===== config.mk =====
export PLATFORM = sky130hd
export DESIGN_NAME = inta_sequencer
export DESIGN_NICKNAME = d
export VERILOG_FILES = /design/src/rtl/inta_sequencer.sv
export SDC_FILE = /design/constraint.sdc
export NUM_CORES = 1
export LEC_CHECK = 0
export CAP_MARGIN = 20
export CORE_MARGIN = 2
export CORE_UTILIZATION = 30
export CTS_CLUSTER_DIAMETER = 100
export DETAILED_ROUTE_END_ITERATION = 16
export GPL_ROUTABILITY_DRIVEN = 0
export SETUP_SLACK_MARGIN = 0.3
export SLEW_MARGIN = 20
export SYNTH_ARGS = -nofsm -noshare
export SYNTH_HDL_FRONTEND = slang
export SYNTH_SLANG_ARGS = --single-unit

===== constraint.sdc =====
create_clock -name clk -period 3.3 [get_ports clk]
set_clock_uncertainty 0.05 [all_clocks]
set_input_delay 0.66 -clock clk [delete_from_list [all_inputs] [get_ports clk]]
set_output_delay 0.66 -clock clk [all_outputs]
set_load 0.05 [all_outputs]

===== src/rtl/inta_sequencer.sv =====
// Interrupt-acknowledge sequencer: synchronises inta_n and walks the two-pulse
// acknowledge cycle, emitting single-cycle strobes and the vector drive enable.
module inta_sequencer #(
    parameter int unsigned SYNC_STAGES = 2,
    parameter int unsigned TIMEOUT_CYC = 255
) (
    input  logic clk,
    input  logic rst_n,
    input  logic inta_n,
    input  logic init_done,
    input  logic int_req,
    input  logic sngl,
    input  logic master,
    input  logic slave_sel,
    input  logic cas_match,
    output logic imp1,
    output logic end_imp1,
    output logic imp2,
    output logic end_imp2,
    output logic data_oe,
    output logic busy,
    output logic spurious,
    output logic seq_err
);

    localparam int unsigned CNT_W = (TIMEOUT_CYC < 1) ? 1 : $clog2(TIMEOUT_CYC + 1);
    localparam logic [CNT_W-1:0] CNT_MAX = CNT_W'(TIMEOUT_CYC);

    typedef enum logic [1:0] {
        IDLE   = 2'd0,
        P1_LOW = 2'd1,
        GAP    = 2'd2,
        P2_LOW = 2'd3
    } state_t;

    state_t                 state_q;
    logic [SYNC_STAGES-1:0] sync_q;
    logic                   inta_prev_q;
    logic [CNT_W-1:0]       cnt_q;
    logic                   oe_q;

    logic inta_s;
    logic fall_c;
    logic rise_c;
    logic drive_ok_c;

    assign inta_s     = sync_q[SYNC_STAGES-1];
    assign fall_c     = inta_prev_q & ~inta_s;
    assign rise_c     = ~inta_prev_q & inta_s;
    assign drive_ok_c = sngl | (master & ~slave_sel) | (~master & ~sngl & cas_match);

    // Vector drive drops the instant init_done is withdrawn.
    assign data_oe = oe_q & init_done;

    // Metastability synchroniser plus previous-value flop for edge detection.
    always_ff @(posedge clk or negedge rst_n) begin
        if (!rst_n) begin
            sync_q      <= '1;
            inta_prev_q <= 1'b1;
        end else begin
            sync_q      <= {sync_q[SYNC_STAGES-2:0], inta_n};
            inta_prev_q <= inta_s;
        end
    end

    // Acknowledge FSM with registered strobes, busy, drive enable and gap counter.
    always_ff @(posedge clk or negedge rst_n) begin
        if (!rst_n) begin
            state_q  <= IDLE;
            cnt_q    <= '0;
            oe_q     <= 1'b0;
            busy     <= 1'b0;
            imp1     <= 1'b0;
            end_imp1 <= 1'b0;
            imp2     <= 1'b0;
            end_imp2 <= 1'b0;
            spurious <= 1'b0;
            seq_err  <= 1'b0;
        end else begin
            imp1     <= 1'b0;
            end_imp1 <= 1'b0;
            imp2     <= 1'b0;
            end_imp2 <= 1'b0;
            spurious <= 1'b0;
            seq_err  <= 1'b0;
            if (!init_done) begin
                state_q <= IDLE;
                cnt_q   <= '0;
                oe_q    <= 1'b0;
                busy    <= 1'b0;
            end else begin
                case (state_q)
                    IDLE: begin
                        if (fall_c) begin
                            state_q  <= P1_LOW;
                            busy     <= 1'b1;
                            imp1     <= 1'b1;
                            spurious <= ~int_req;
                        end
                    end
                    P1_LOW: begin
                        if (rise_c) begin
                            state_q  <= GAP;
                            end_imp1 <= 1'b1;
                            cnt_q    <= '0;
                        end
                    end
                    GAP: begin
                        if (fall_c) begin
                            state_q <= P2_LOW;
                            imp2    <= 1'b1;
                            oe_q    <= drive_ok_c;
                        end else if (cnt_q == CNT_MAX) begin
                            state_q <= IDLE;
                            busy    <= 1'b0;
                            seq_err <= 1'b1;
                        end else begin
                            cnt_q <= cnt_q + CNT_W'(1);
                        end
                    end
                    P2_LOW: begin
                        if (rise_c) begin
                            state_q  <= IDLE;
                            busy     <= 1'b0;
                            oe_q     <= 1'b0;
                            end_imp2 <= 1'b1;
                        end
                    end
                    default: begin
                        state_q <= IDLE;
                        busy    <= 1'b0;
                        oe_q    <= 1'b0;
                    end
                endcase
            end
        end
    end

endmodule


# Word-level counts from Yosys, hierarchy flattened
# Index checks and enable logic that the tools add are counted.
# totals
register_bits	21
wordCells	85
# classes
n_addsub	1
eq_ne	15
mux	38
n_bitwise	14
reduce_logical	5
# ops
cell	n
$mux W8	4
$mux W1	24
$ne A3 B3 Y1 const B	7
$pmux W8 S2	1
$mux W2	6
$add A8 B1 Y8 const B	1
$eq A8 B8 Y1 const B	1
$pmux W2 S4	1
$reduce_and A4 Y1	2
$and A1 B1 Y1	6
$ne A3 B1 Y1 const B	2
$not A1 Y1	6
$reduce_and A5 Y1	1
$eq A2 B2 Y1 const B	2
$ne A4 B1 Y1 const B	1
$ne A4 B4 Y1 const B	1
$pmux W1 S3	1
$reduce_and A3 Y1	1
$eq A2 B1 Y1 const B	1
$logic_not A2 Y1	1
$or A1 B1 Y1	2
$pmux W1 S2	1

# Depth between registers and ports, before layout
# Gate-level depths: netlist of the first run.
# depth
ltp_word	7
mapped_depth	6
depth_no_buf	5

# Worst setup path after synthesis of the first run
# OpenSTA, ideal clock, no wires.
# synth_path
kind	in2out
start	input port init_done
end	output port data_oe
t_arrival_ps	1067
path_slack_ps	1523
stages	1
n_path_buf	0
cell_sequence	and2_1
# synth_via
elab_chain_len	1
# synth_lines
item	line	rtl
start: declaration	10	input logic init_done,
$and A1 B1 Y1	53	assign data_oe = oe_q & init_done;
end: declaration	20	output logic data_oe,
# Every way passes these cells.

# Final worst setup path of the first run
# Ends and elaborated chain as after synthesis.

==> results of run 1 <==
==> cells by family (layout without fill, tap and decap cells) <==
logic type | after synthesis | in the layout
AO/OA/AOI/OAI | 25 | 25
buffers and inverters | 9 | 25
flip-flops | 21 | 21
adder cells (fa/ha/maj) | 1 | 1
AND/OR/NAND/NOR | 42 | 42
==> area by class of cell <==
cell class	count	area (µm²)	area share (%)
Sequential cell	21	529	42.5
Multi-Input combinational cell	68	454	36.5
Timing Repair Buffer	16	158	12.7
Tap cell	46	57.6	4.62
Clock buffer	3	22.5	1.81
Inverter	5	18.8	1.51
Clock inverter	1	5.00	0.402
==> per-stage QoR <==
step / cells / total power [mW] / worst slack, ns
after floorplan: 98 / 0.301 / 1.52
after global placement: 156 / 0.320 / 0.941
after detailed placement: 156 / 0.321 / 0.914
after CTS: 160 / 0.444 / 0.907
after global routing: 160 / 0.462 / 0.832
final: 160 / 0.439 / 0.915
==> metal layers <==
| metal | up-vias | global-route usage, % |
|---|---|---|
| met2 | 20 | 19.3 |
| met5 | - | 0 |
| li1 | 387 | - |
| met1 | 384 | 14.3 |
| met3 | 2 | 5.54 |
| met4 | 0 | 1.67 |
==> flip-flops by register name, indices dropped and copies added (netlist names) <==
register,cells
seq_err,1
sync_q,2
imp2,1
inta_prev_q,1
cnt_q,8
state_q,2
oe_q,1
end_imp2,1
spurious,1
busy,1
end_imp1,1
imp1,1
==> synthesized netlist by cell type (2+ instances only) <==
cell type,count,share of area (%)
dfrtp_1,18,43
nand2_1,8,2.9
o21ai_0,7,3.3
nor2_1,5,1.8
nor3_1,3,1.4
nand3_1,7,3.3
a211o_1,2,1.7
buf_6,4,4.3
dfstp_2,3,7.5
a21oi_1,5,2.4
inv_1,5,1.8
and3_1,2,1.2
a31oi_1,2,1.2
nor3b_1,3,2.2
==> worst max path at each step <==
stage              start       to  cells past startpoint
6_report       init_done  data_oe                      3
5_1_grt        init_done  data_oe                      3
4_1_cts        init_done  data_oe                      3
3_5_place_dp   init_done  data_oe                      3
3_3_place_gp   init_done  data_oe                      3
2_1_floorplan  init_done  data_oe                      1
==> power by group <==
part | leakage [nW] | switching (mW) | internal, mW
Combinational | 0.258 | 0.0266 | 0.0194
Sequential | 0.281 | 0.00580 | 0.264
Clock | 0.0177 | 0.0776 | 0.0453
==> critical path: cells and delay by family <==
| family | cells | cell delay (ns) |
|---|---|---|
| buffers and inverters | 2 | 0.83 |
| and+or+nand+nor | 1 | 0.19 |
==> impl_metrics.json, run 1 <==
{
  "yosys.area_share.adder_pct": 1.19,
  "hold_buffers": 0,
  "detail_route.iter0.violations": 35,
  "leakagePower_nw": 0.556,
  "yosysWarningCount": 0,
  "track_usage_pct": 11.7,
  "maxSlewViolCount": 0,
  "grt_pass1_wl_mm": 3.68,
  "cp_cell_sequence": "clkdlybuf4s50_1 -> and2_1 -> buf_4",
  "vias": 793,
  "diodes": 0,
  "setup_viol": 0,
  "end_kind": "primary output",
  "fmax_ghz": 0.419,
  "die-area_mm2": 0.00398,
  "vias_per_cell": 4.96,
  "wl_met3_um": 154,
  "initial_core_util_pct": 31.4,
  "core_area_mm2": 0.00334,
  "nFillCells": 355,
  "rows": 21,
  "min_path_type": "register to register",
  "hold_violations": 0,
  "crit_fanout": 10,
  "path_class": "input port to primary output",
  "grt_overflow": 0,
  "hold-path-cell-count": 0,
  "hold_path_startpoint": "sync_q[0]",
  "fin_crit_sh_pct": 72.3,
  "start_kind": "input port",
  "syn_nets": 108,
  "met1_length_um": 894,
  "slowest_delay_ns": 0.63,
  "synthCells": 98,
  "top_layer": "met4",
  "holdWs_ns": 0.315,
  "clk_latency_ns": 0.31,
  "drc": 0,
  "wl_mm": 2.05,
  "async_reset_ff_share_pct": 100,
  "drt_pass1_iterations": 4,
  "io_buffers": 16,
  "grt_pass1_vias": 818,
  "rrSetupSlack_ns": 1.42,
  "dpl-instance-area_mm2": 0.00122,
  "antenna_found_initial": 0,
  "wl_per_cell_um": 12.8,
  "rr_worst_depth": 4,
  "status": "complete, no violations",
  "power_density_mw_per_mm2": 352,
  "synth_edf_count": 0,
  "hpwl_mm": 1.50,
  "worst_slew_pin_slew_ns": 0.920,
  "ctsLongestPathBuffers": 2,
  "synthDistinctLibCells": 38,
  "final_common_cell": "dfrtp_1",
  "io_pins": 17,
  "cap_viol_max_count": 0,
  "ctsResizeCount": 0,
  "whs_endpoint": "sync_q[1]",
  "grt_max_degree": 22,
  "rr_endpoint": "cnt_q[2]",
  "areaGrowthSynthToFinish_pct": 18.9,
  "yosys_register_bits": 21,
  "synthesis.area_mm2": 0.00105,
  "die_w_um": 63.1,
  "cts_sinks": 21,
  "fp.dieH_um": 63.1,
  "drive_gt1_share_pct": 15.8,
  "cts_buffers": 3,
  "rsz0062_at_grt": "no",
  "cts_tree": "yes",
  "yosysSeqAreaShare_pct": 50.5,
  "timing.setup.tns_ns": 0,
  "crit_arrival_ns": 1.67,
  "finish.net_count": 125,
  "avgSynthCellArea_um2": 10.7,
  "synth-main-ff-cell": "dfrtp_1",
  "synth-xor-area-share_pct": 0,
  "clockRootBuffer": "clkbuf_4",
  "synth_compound_area_share_pct": 19.5,
  "synthMuxAreaShare_pct": 0,
  "reg2reg_from": "sync_q[1]",
  "post_cts_buffers": 0,
  "final_cell_mix": "18 x dfrtp_1, 15 x clkdlybuf4s50_1, 8 x nand2_1",
  "final_util_pct": 37.3,
  "slowest_stage": "clkdlybuf4s50_1",
  "worstPathRequired_ns": 2.59,
  "final.min_clock_period_ns": 2.38,
  "final_area_mm2": 0.00124,
  "drtAntennaViolNets": 0,
  "htreeDepth": 1,
  "max-vdd-ir-drop_mv": 0.236,
  "slew_headroom_pct": 38.5,
  "synthSimpleGateAreaFrac_pct": 22.7,
  "route.met2.wl_um": 983,
  "synth_top_family_by_area": "simple AND/OR/NAND/NOR gates",
  "path_clk_slew_ns": 0.12
}
No activity file was read; power rests on OpenSTA's default activity.
==> run 2, diff against run 1 <==
==> constraint.sdc (replaced) <==
create_clock -name clk -period 2.35 [get_ports clk]
set_clock_uncertainty 0.05 [all_clocks]
set_input_delay 0.47 -clock clk [delete_from_list [all_inputs] [get_ports clk]]
set_output_delay 0.47 -clock clk [all_outputs]
set_load 0.05 [all_outputs]
==> run 2 against run 1 <==
Cell count grew 1.3%. Setup slack lost 0.56 ns. Clock power grew 46%. Via count shrank 0.25%. Combinational power grew 47%. Register-to-register slack lost 0.93 ns. Sequential share of layout area shrank 1.1 points.
==> impl_metrics.json, run 2 (synthesis gave the netlist of run 1 again) <==
{
  "status": "complete, no violations",
  "reg2reg_from": "sync_q[1]",
  "drive_gt1_share_pct": 17.2,
  "hold_violations": 0,
  "min_path_type": "register to register",
  "io_pins": 17,
  "antenna_found_initial": 0,
  "fp.dieH_um": 63.1,
  "crit_cells": 1,
  "io_buffers": 16,
  "cts_buffers": 3,
  "grt_pass1_wl_mm": 3.63,
  "track_usage_pct": 11.5,
  "hold_path_startpoint": "sync_q[0]",
  "clockRootBuffer": "clkbuf_4",
  "fin_crit_sh_pct": 85.0,
  "rrSetupSlack_ns": 0.49,
  "detail_route.iter0.violations": 27,
  "power_density_mw_per_mm2": 491,
  "rr_endpoint": "cnt_q[2]",
  "largest_register_ffs": 8,
  "finish.net_count": 127,
  "rr_worst_depth": 4,
  "start_kind": "register",
  "die-area_mm2": 0.00398,
  "dpl-instance-area_mm2": 0.00124,
  "drt_pass1_iterations": 4,
  "timing.setup.tns_ns": 0,
  "final.min_clock_period_ns": 2.00,
  "final_common_cell": "dfrtp_1",
  "wl_per_cell_um": 12.8,
  "grt_pass1_vias": 802,
  "initial_core_util_pct": 31.4,
  "wl_mm": 2.07,
  "cts_sinks": 21,
  "crit_fanout": 1,
  "hpwl_mm": 1.49,
  "htreeDepth": 1,
  "slowest_delay_ns": 0.80,
  "final_area_mm2": 0.00128,
  "end_kind": "primary output",
  "slowest_stage": "clkdlybuf4s50_1",
  "cap_viol_max_count": 0,
  "vias": 791,
  "setup_viol": 0,
  "diodes": 0,
  "crit_family": "buffers and inverters",
  "drtAntennaViolNets": 0,
  "worst_slew_pin_slew_ns": 0.516,
  "whs_endpoint": "sync_q[1]",
  "areaGrowthSynthToFinish_pct": 22.0,
  "core_area_mm2": 0.00334,
  "path_clk_slew_ns": 0.12,
  "max-vdd-ir-drop_mv": 0.246,
  "crit_arrival_ns": 1.48,
  "leakagePower_nw": 0.583,
  "die_w_um": 63.1,
  "hold-path-cell-count": 0,
  "worstPathRequired_ns": 1.83,
  "slew_headroom_pct": 65.5,
  "grt_overflow": 0,
  "maxSlewViolCount": 0,
  "drc": 0,
  "ctsLongestPathBuffers": 2,
  "path_buf_inv": 1,
  "cp_cell_sequence": "clkdlybuf4s50_1",
  "grt_max_degree": 14,
  "fmax_ghz": 0.501,
  "reg_top3": "cnt_q (8), state_q (2), sync_q (2)",
  "path_class": "register to primary output",
  "rsz0062_at_grt": "no",
  "nFillCells": 356,
  "vias_per_cell": 4.88,
  "cts_tree": "yes",
  "top_register": "cnt_q",
  "final_cell_mix": "18 x dfrtp_1, 14 x clkdlybuf4s50_1, 8 x nand2_1",
  "rows": 21,
  "clk_latency_ns": 0.31
}
run 2: metrics by stage:
step | power [mW] | std cells | hold slack [ns] | setup WS (ns) | utilization, %
floorplan | 0.422 | 98 | 0.124 | 0.745 | -
global placement | 0.453 | 158 | 0.296 | 0.406 | 37.3
detailed placement | 0.454 | 158 | 0.297 | 0.346 | 37.3
CTS | 0.637 | 162 | 0.316 | 0.322 | 38.2
global route | 0.658 | 162 | 0.319 | 0.305 | 38.3
finish | 0.627 | 162 | 0.315 | 0.353 | 38.3
run 2: where the power goes:
group | internal (mW) | switching, mW
clock | 0.0650 | 0.115
combinational | 0.0296 | 0.0381
sequential | 0.371 | 0.00811
total | 0.465 | 0.162
run 2: worst max-delay path by stage:
| stage | start | to | slack (ns) |
|---|---|---|---|
| after floorplan | cnt_q[0] | cnt_q[2] | 0.75 |
| after global placement | init_done | cnt_q[5] | 0.41 |
| after detailed placement | init_done | cnt_q[5] | 0.35 |
| after CTS | end_imp1 | end_imp1 | 0.32 |
| after global routing | spurious | spurious | 0.30 |
| final | spurious | spurious | 0.35 |
run 2: per-layer routing:
metal	vias to the layer above	share of wire [%]	wire length, µm	track usage, %
li1	387	-	-	-
met1	375	48	1000	15.1
met2	24	45	923	18.2
met4	0	1.7	36	4.17
met5	-	0	0	0
met3	5	5.1	105	3.04
run 2: timing repair:
action	CTS	global route
setup endpoints to repair	0	1
endpoints found under the hold margin	0	0
hold buffers	0	0
gates resized for setup	0	1
buffers inserted	0	0
run 2: cell type report:
type | instances | area (µm²) | share of cell area (%)
clock inverters | 1 | 7.51 | 0.588
clock buffers | 3 | 22.5 | 1.76
inverters | 5 | 18.8 | 1.47
well taps | 46 | 57.6 | 4.51
repair buffers | 18 | 188 | 14.7
multi-input cells | 68 | 454 | 35.6
flip-flops and latches | 21 | 529 | 41.4
